`src/rtl/data_sync_pkg.sv`:
```
// Shared constants and helpers for the destination-domain bus synchronizer.
package data_sync_pkg;

  localparam int EN_MODE_LEVEL  = 0;
  localparam int EN_MODE_TOGGLE = 1;

  // Index width for a power-of-two buffer; never narrower than one bit.
  function automatic int ptr_width(input int depth);
    return (depth <= 2) ? 1 : $clog2(depth);
  endfunction

endpackage

```
`src/rtl/data_sync_hs_if.sv`:
```
// Source-side and consumer-side signals of the synchronizer, bundled as one interface.
interface data_sync_hs_if #(
  parameter int Width = 8
);

  logic [Width-1:0] Async_bus;
  logic             bus_EN;
  logic             ack_out;
  logic [Width-1:0] sync_bus;
  logic             sync_valid;
  logic             sync_ready;
  logic             EN_pulse;
  logic             overrun;

  // Environment side: drives source data/enable and consumer ready.
  modport master (
    output Async_bus, bus_EN, sync_ready,
    input  ack_out, sync_bus, sync_valid, EN_pulse, overrun
  );

  // Synchronizer side.
  modport slave (
    input  Async_bus, bus_EN, sync_ready,
    output ack_out, sync_bus, sync_valid, EN_pulse, overrun
  );

endinterface

```
`src/rtl/data_sync_hs_bit_sync.sv`:
```
// Multi-flop synchronizer for a single asynchronous control bit.
module bit_sync #(
  parameter int NUM_Stages = 2
) (
  input  logic CLK,
  input  logic Reset,
  input  logic d,
  output logic q
);

  logic [NUM_Stages-1:0] chain;

  // NOTE: sequential state uses non-blocking assignments so every flop samples
  // the pre-edge value of its neighbour, regardless of statement order.
  always_ff @(posedge CLK or negedge Reset) begin
    if (!Reset) begin
      chain <= '0;
    end else begin
      chain <= {chain[NUM_Stages-2:0], d};
    end
  end

  assign q = chain[NUM_Stages-1];

endmodule

```
`src/rtl/data_sync_hs.sv`:
```
// Destination-domain bus synchronizer: synced enable, toggle ack to the source,
// first-word-fall-through buffer with valid/ready and a level-mode overrun pulse.
module data_sync_hs
  import data_sync_pkg::*;
#(
  parameter int NUM_Stages = 2,
  parameter int Width      = 8,
  parameter int DEPTH      = 4,
  parameter int EN_MODE    = EN_MODE_LEVEL
) (
  input logic           CLK,
  input logic           Reset,
  data_sync_hs_if.slave bus
);

  localparam int               PTR_W     = ptr_width(DEPTH);
  localparam int               CNT_W     = PTR_W + 1;
  localparam logic [CNT_W-1:0] FULL_CNT  = CNT_W'(DEPTH);
  localparam bit               IS_TOGGLE = (EN_MODE == EN_MODE_TOGGLE);

  logic             en_s;
  logic             en_e;
  logic             evt;
  logic             pending;
  logic             ack_q;
  logic             en_pulse_q;
  logic             overrun_q;
  logic [PTR_W-1:0] wr_ptr;
  logic [PTR_W-1:0] rd_ptr;
  logic [CNT_W-1:0] count;
  logic [Width-1:0] mem [DEPTH];

  logic             valid;
  logic             full;
  logic             pop;
  logic             can_wr;
  logic             push;
  logic             set_pending;
  logic             drop;

  bit_sync #(
    .NUM_Stages(NUM_Stages)
  ) u_en_sync (
    .CLK  (CLK),
    .Reset(Reset),
    .d    (bus.bus_EN),
    .q    (en_s)
  );

  always_ff @(posedge CLK or negedge Reset) begin
    if (!Reset) begin
      en_e <= 1'b0;
    end else begin
      en_e <= en_s;
    end
  end

  // NOTE: every signal gets a value on every pass through always_comb; a path
  // that leaves one unassigned would infer a latch.
  always_comb begin
    evt         = IS_TOGGLE ? (en_s ^ en_e) : (en_s & ~en_e);
    valid       = (count != '0);
    full        = (count == FULL_CNT);
    pop         = valid & bus.sync_ready;
    // A pop in the same cycle frees the slot the push needs, even at full.
    can_wr      = ~full | pop;
    push        = (evt | pending) & can_wr;
    set_pending = IS_TOGGLE & evt & ~can_wr;
    drop        = ~IS_TOGGLE & evt & ~can_wr;
  end

  // Toggle mode defers a blocked capture; the source holds its data until ack.
  always_ff @(posedge CLK or negedge Reset) begin
    if (!Reset) begin
      pending <= 1'b0;
    end else if (push) begin
      pending <= 1'b0;
    end else if (set_pending) begin
      pending <= 1'b1;
    end
  end

  always_ff @(posedge CLK or negedge Reset) begin
    if (!Reset) begin
      ack_q      <= 1'b0;
      en_pulse_q <= 1'b0;
      overrun_q  <= 1'b0;
    end else begin
      en_pulse_q <= push;
      overrun_q  <= drop;
      if (push) begin
        ack_q <= ~ack_q;
      end
    end
  end

  always_ff @(posedge CLK or negedge Reset) begin
    if (!Reset) begin
      wr_ptr <= '0;
      rd_ptr <= '0;
      count  <= '0;
    end else begin
      if (push) begin
        wr_ptr <= wr_ptr + PTR_W'(1);
      end
      if (pop) begin
        rd_ptr <= rd_ptr + PTR_W'(1);
      end
      case ({push, pop})
        2'b10:   count <= count + CNT_W'(1);
        2'b01:   count <= count - CNT_W'(1);
        default: count <= count;
      endcase
    end
  end

  // NOTE: the storage array is reset so the head reads zero out of reset;
  // this keeps it in flops rather than a RAM macro, which is fine at this depth.
  always_ff @(posedge CLK or negedge Reset) begin
    if (!Reset) begin
      for (int i = 0; i < DEPTH; i++) begin
        mem[i] <= '0;
      end
    end else if (push) begin
      mem[wr_ptr] <= bus.Async_bus;
    end
  end

  assign bus.ack_out    = ack_q;
  assign bus.sync_valid = valid;
  assign bus.sync_bus   = mem[rd_ptr];
  assign bus.EN_pulse   = en_pulse_q;
  assign bus.overrun    = overrun_q;

endmodule

```
`src/flat_wrapper.sv`:
```
// flat-port wrapper written by rule: the top's interface ports become plain ports
module data_sync_hs_flat import data_sync_pkg::*;
#(
  parameter int NUM_Stages = 2,
  parameter int Width      = 8,
  parameter int DEPTH      = 4,
  parameter int EN_MODE    = EN_MODE_LEVEL
)
  (CLK, Reset, bus_Async_bus, bus_bus_EN, bus_sync_ready, bus_ack_out, bus_sync_bus, bus_sync_valid, bus_EN_pulse, bus_overrun);
  data_sync_hs_if #(.Width(Width)) bus_i ();
  input logic CLK;
  input logic Reset;
  input wire logic [$bits(bus_i.Async_bus)-1:0] bus_Async_bus;
  input wire logic [$bits(bus_i.bus_EN)-1:0] bus_bus_EN;
  input wire logic [$bits(bus_i.sync_ready)-1:0] bus_sync_ready;
  output wire logic [$bits(bus_i.ack_out)-1:0] bus_ack_out;
  output wire logic [$bits(bus_i.sync_bus)-1:0] bus_sync_bus;
  output wire logic [$bits(bus_i.sync_valid)-1:0] bus_sync_valid;
  output wire logic [$bits(bus_i.EN_pulse)-1:0] bus_EN_pulse;
  output wire logic [$bits(bus_i.overrun)-1:0] bus_overrun;
  assign bus_i.Async_bus = bus_Async_bus;
  assign bus_i.bus_EN = bus_bus_EN;
  assign bus_i.sync_ready = bus_sync_ready;
  assign bus_ack_out = bus_i.ack_out;
  assign bus_sync_bus = bus_i.sync_bus;
  assign bus_sync_valid = bus_i.sync_valid;
  assign bus_EN_pulse = bus_i.EN_pulse;
  assign bus_overrun = bus_i.overrun;
  data_sync_hs #(.NUM_Stages(NUM_Stages), .Width(Width), .DEPTH(DEPTH), .EN_MODE(EN_MODE)) u_core (.CLK(CLK), .Reset(Reset), .bus(bus_i));
endmodule
```
`config.mk`:
```
export PLATFORM = sky130hd
export DESIGN_NAME = data_sync_hs_flat
export DESIGN_NICKNAME = d
export VERILOG_FILES = /design/src/rtl/data_sync_pkg.sv /design/src/rtl/data_sync_hs_if.sv /design/src/rtl/data_sync_hs_bit_sync.sv /design/src/rtl/data_sync_hs.sv /design/src/flat_wrapper.sv
export SDC_FILE = /design/constraint.sdc
export NUM_CORES = 1
export LEC_CHECK = 0
export CAP_MARGIN = 20
export CORE_MARGIN = 2
export CORE_UTILIZATION = 35
export DETAILED_ROUTE_END_ITERATION = 8
export HOLD_SLACK_MARGIN = 0.1
export SKIP_LAST_GASP = 1
export SLEW_MARGIN = 0
export SYNTH_ARGS = -nofsm -noshare
export SYNTH_HDL_FRONTEND = slang
export SYNTH_SLANG_ARGS = --single-unit
```
`constraint.sdc`:
```
create_clock -name CLK -period 2.8 [get_ports CLK]
set_clock_uncertainty 0.15 [all_clocks]
set_input_delay 0.28 -clock CLK [delete_from_list [all_inputs] [get_ports CLK]]
set_output_delay 0.28 -clock CLK [all_outputs]
set_load 0.02 [all_outputs]
```
# --- Word level (Yosys, flattened, before mapping) ---
# Cells that the tools add are included.
word_totals:
  regBits: 45
  output_inout_bits: 12
  elab_cells: 43
op_classes:
  n_bitwise: 11
  n_eq_ne: 3
  add_sub_neg: 4
  n_reduce_logical: 3
  n_mux: 7
  magnitude_cmp: 3
op_table:
  columns: ["op", "count"]
  rows:
  - ["32-bit bitwise mux", 1]
  - ["8-bit 2-to-1 mux", 3]
  - ["8-bit binary-select mux with 2-bit select", 1]
  - ["8-bit demux with 2-bit select", 1]
  - ["3-bit greater-or-equal comparator, second input constant", 2]
  - ["2-bit NOT with 3-bit output", 2]
  - ["3-bit case mux with 2 select lines", 1]
  - ["2-bit by 1-bit adder with 2-bit output, second input constant", 2]
  - ["1-bit AND", 4]
  - ["1-bit NOT", 4]
  - ["3-bit by 1-bit adder with 3-bit output, second input constant", 1]
  - ["3-bit == test, second input constant", 1]
  - ["3-bit by 1-bit < comparator with 1-bit output, second input constant", 1]
  - ["3-bit nonzero test", 1]
  - ["3-bit by 1-bit subtractor with 3-bit output, second input constant", 1]
  - ["2-bit by 1-bit == test with 1-bit output, second input constant", 1]
  - ["2-bit == test, second input constant", 1]
  - ["2-bit nonzero test", 1]
  - ["1-bit logical AND", 1]
  - ["1-bit OR", 1]

# --- Depth between registers and ports, before layout ---
logic_depth:
  depth_word: 6
  depth_mapped: 8

# --- Hierarchy ---
# A second synthesis with hierarchy kept.
unflattened:
  cells_unflattened: 133
  hier_area_um2: 2213.4
by_module_without_submodules:
  columns: ["module", "cells_per_inst", "n_inst", "area_each_um2"]
  rows:
  - ["data_sync_hs", 131, 1, 2163.3]
  - ["bit_sync", 2, 1, 50.0]

# --- Worst setup path after synthesis ---
# No wires, ideal clock.
synth_timing:
  path_kind: "register -> register"
  from: "register u_core.count[2]"
  to: "register u_core.count[1]"
  required_time_ns: 2.546
  stages_incl_launch_ff: 9
  arrival_time_ns: 2.168
  path_buffers: 1
  path_slack_ns: 0.379
  setup_ns: 0.104
  path_cell_list: "dfrtp_1 > clkbuf_1 > or3_2 > and2_1 > nand2_1 > fa_1 > a31oi_1 > a21oi_1 > a221oi_1"
synth_between:
  elab_chain_cells: 6
  elab_cells_between_ends: 10
  classes_between: "eq/ne: 3; mux: 1; bitwise: 4; reduce/logical: 2"
synth_lines:
  columns: ["element", "line_no", "source"]
  rows:
  - ["start: declaration", "data_sync_hs.sv:30", "logic [CNT_W-1:0] count;"]
  - ["start signal: assignment", "data_sync_hs.sv:110", "2'b10: count <= count + CNT_W'(1);"]
  - ["start signal: assignment", "data_sync_hs.sv:111", "2'b01: count <= count - CNT_W'(1);"]
  - ["start signal: assignment", "data_sync_hs.sv:112", "default: count <= count;"]
  - ["3-bit nonzero test (*)", "data_sync_hs.sv:62", "valid = (count != '0);"]
  - ["net bus_sync_valid", "flat_wrapper.sv:18", "output wire logic [$bits(bus_i.sync_valid)-1:0] bus_sync_valid;"]
  - ["1-bit AND (*)", "data_sync_hs.sv:64", "pop = valid & bus.sync_ready;"]
  - ["1-bit OR", "data_sync_hs.sv:66", "can_wr = ~full | pop;"]
  - ["1-bit AND", "data_sync_hs.sv:67", "push = (evt | pending) & can_wr;"]
  - ["2-bit by 1-bit == test with 1-bit output or 2-bit == test (tied branches)", "data_sync_hs.sv:109", "case ({push, pop})"]
  - ["3-bit case mux with 2 select lines or 2-bit nonzero test (tied branches)", null, null]
# The timed path passes the listed nets; every way through them passes the cells marked *.
# A chain may end at the register's enable or synchronous reset.

# --- Worst setup path after layout ---
layout_timing:
  from: "register u_core.rd_ptr[0]"
  to: "output bus_sync_bus[0]"
layout_between:
  elab_chain_cells: 4
layout_lines:
  columns: ["element", "line_no", "source"]
  rows:
  - ["start: declaration", "data_sync_hs.sv:29", "logic [PTR_W-1:0] rd_ptr;"]
  - ["start signal: assignment", "data_sync_hs.sv:107", "rd_ptr <= rd_ptr + PTR_W'(1);"]
  - ["2-bit NOT with 3-bit output (not written as such)", "data_sync_hs.sv:131", "assign bus.sync_bus = mem[rd_ptr];"]
  - ["8-bit binary-select mux with 2-bit select", "data_sync_hs.sv:131", null]
  - ["8-bit 2-to-1 mux (not written as such) (2 in series)", "data_sync_hs.sv:131", null]
  - ["end: declaration", "flat_wrapper.sv:17", "output wire logic [$bits(bus_i.sync_bus)-1:0] bus_sync_bus;"]
# Every way passes these cells. The select of a mux whose other input is x is not followed.

==> out/metrics.yaml <==
report.final.slew_viol_count: 0
ys_types: 32
hold_viol: 0
syn2layout_area_growth_pct: 22.3
critPathMaxFanout: 8
slowest_stage: "clkdlybuf4s50_1"
run_status: "completed"
cap_violations: 0
port_buffers: 23
drive_above_1_share_pct: 33.9
htree_num_levels: 2
grt_first_pass_wirelength_um: 6240
grt_max_degree: 46
antenna_cells: 0
ir_drop_mv: 0.544
powerDensity_nw_per_um2: 1170
arrival_ps: 2020
end_kind: "output port"
synth_flop_cell: "dfrtp_1"
grt_antenna_before_repair: 0
cts_tree: "yes"
clk_latency_ps: 290
dieWidth_um: 80.0
synth-seq-cells: 45
hp-class: "reg -> reg"
worstPathRequired_ps: 2370
rows: 27
cts-root-buf: "clkbuf_8"
async_flop_share_pct: 100
cts_buffer_depth: 2
pin_count: 24
clock_sinks: 45
period_needed_ps: 2450
synth_area_um2: 2020
track_usage_pct: 13.1
cts_buffers: 5
drc: 0
worstPathBufferInverterCount: 2
place_congestion: 0.720
max_stage_delay_ps: 550
crit_chain: "buf_4 > mux4_2 > clkdlybuf4s50_1"
drt-vias-per-instance: 5.00
wl_per_cell_um: 15.6
grt_remaining_overflow: 0
cp_top_family: "buffers and inverters"
worstSetupStartpointType: "flop"
seq_area_frac_synth_pct: 55.7
coreArea_um2: 5540
synth.avg_cell_area_um2: 15.0
synthTopCellsByArea: "dfrtp_1 (56%), mux2_2 (17%), mux4_2 (8.9%)"
synth_top_cell_by_area: "dfrtp_1"
slew_headroom_pct: 69.2
firstDrtPassIters: 4
grt_pass1_vias: 1318
rsz0062_at_grt: "no"
max_freq_ghz: 0.409
route.vias.total: 1186
ant_nets: 0
synth-edff-count: 0
dieArea_um2: 6400
tns_ps: 0
p_leak_nw: 1.04
place_area_um2: 2330
nets: 181
hpwl_um: 2550
critical_path_class: "reg -> out"
drt-total-wl_um: 3700
die_y_um: 80.0
cts.clk_slew.worst_paths_ps: 80
start_util_pct: 36.5
synth_top_area_share_pct: 55.7
yosysMostFrequentCell: "dfrtp_1"
max_slew.worst_pin.slew_ps: 462
period_share_pct: 87.4
fin_area_um2: 2470
drtIter0Drc: 40
post_cts_buffers: 0
synthCells: 135
yosys_warnings: 0
synth_common_cells: "dfrtp_1 (45), mux2_2 (31), mux4_2 (8)"
setup_viol: 0
synth_nets: 152
ctsResizeCount: 0
rrSetupSlack_ps: 390
[timing repair]
item,CTS,global route
hold endpoints to repair,45,0
hold buffers,1,0
setup endpoints to repair,0,0
[through the flow]
step,setup WS (ps),hold WS [ps],power (mW),std cells,utilization (%)
after detailed placement,189,200,2.44,227,42.0
after global placement,301,189,2.37,227,42.0
after floorplan,379,-166,1.98,135,-
after CTS,302,218,2.94,236,44.3
final,352,215,2.90,237,44.6
after global routing,245,227,3.10,237,44.6
[path summary, 6_finish.rpt]
check,endpoint,from,cells past startpoint
max in group asynchronous,u_core.mem[31],Reset,3
worst min register to register,u_core.u_en_sync.chain[1],u_core.u_en_sync.chain[0],0
worst max register to register,u_core.count[1],u_core.count[2],7
worst max-delay path,bus_sync_bus[0],u_core.rd_ptr[0],3
worst min-delay path,u_core.u_en_sync.chain[1],u_core.u_en_sync.chain[0],0
min in group asynchronous,u_core.mem[0],Reset,2
[cells in the final DEF (no fill, tap or decap), drive strengths merged, types with 2 or more instances in the layout]
cell	netlist	routed
clkbuf	1	7
mux4	8	8
xor2	2	2
xnor2	4	4
or3	2	2
clkdlybuf4s50	0	22
a21oi	3	3
nor2	2	2
buf	3	3
dfrtp	45	45
a31oi	2	2
nand2	9	9
inv	5	5
mux2	32	32
ha	4	4
[metal layers]
metal	track usage [%]	share of wire (%)	up-vias
met5	0	0	-
met4	4.58	0.84	0
met3	2.83	4.0	5
met2	23.0	52	25
met1	15.8	43	610
li1	-	-	546
[area by class of cell]
cell class                      count  area [µm²]
Fill cell                         526        3070
Sequential cell                    45        1130
Multi-Input combinational cell     81         860
Timing Repair Buffer               26         263
Tap cell                           72        90.1
Clock buffer                        7        86.3
Clock inverter                      1        30.0
Inverter                            5        18.8
[power breakdown]
group | internal [mW] | switching [mW]
Clock | 0.291 | 0.204
Sequential | 0.945 | 0.199
Combinational | 0.732 | 0.530
[flip-flops by register name, indices dropped and copies added, names as in the netlist]
register / count
u_core.bus.EN_pulse: 1
u_core.bus.ack_out: 1
u_core.bus.overrun: 1
u_core.count: 3
u_core.en_e: 1
u_core.mem: 32
u_core.rd_ptr: 2
u_core.u_en_sync.chain: 2
u_core.wr_ptr: 2
[logic make-up after synthesis]
group / after synthesis / share of synthesized area (%)
compound gates: 10 / 4.08
xor+xnor: 6 / 2.60
fa+ha+maj: 5 / 3.47
buf+inv: 9 / 1.79
flops: 45 / 55.7
mux: 40 / 26.7
simple gates: 20 / 5.63
(Power assumes the default switching activity.)
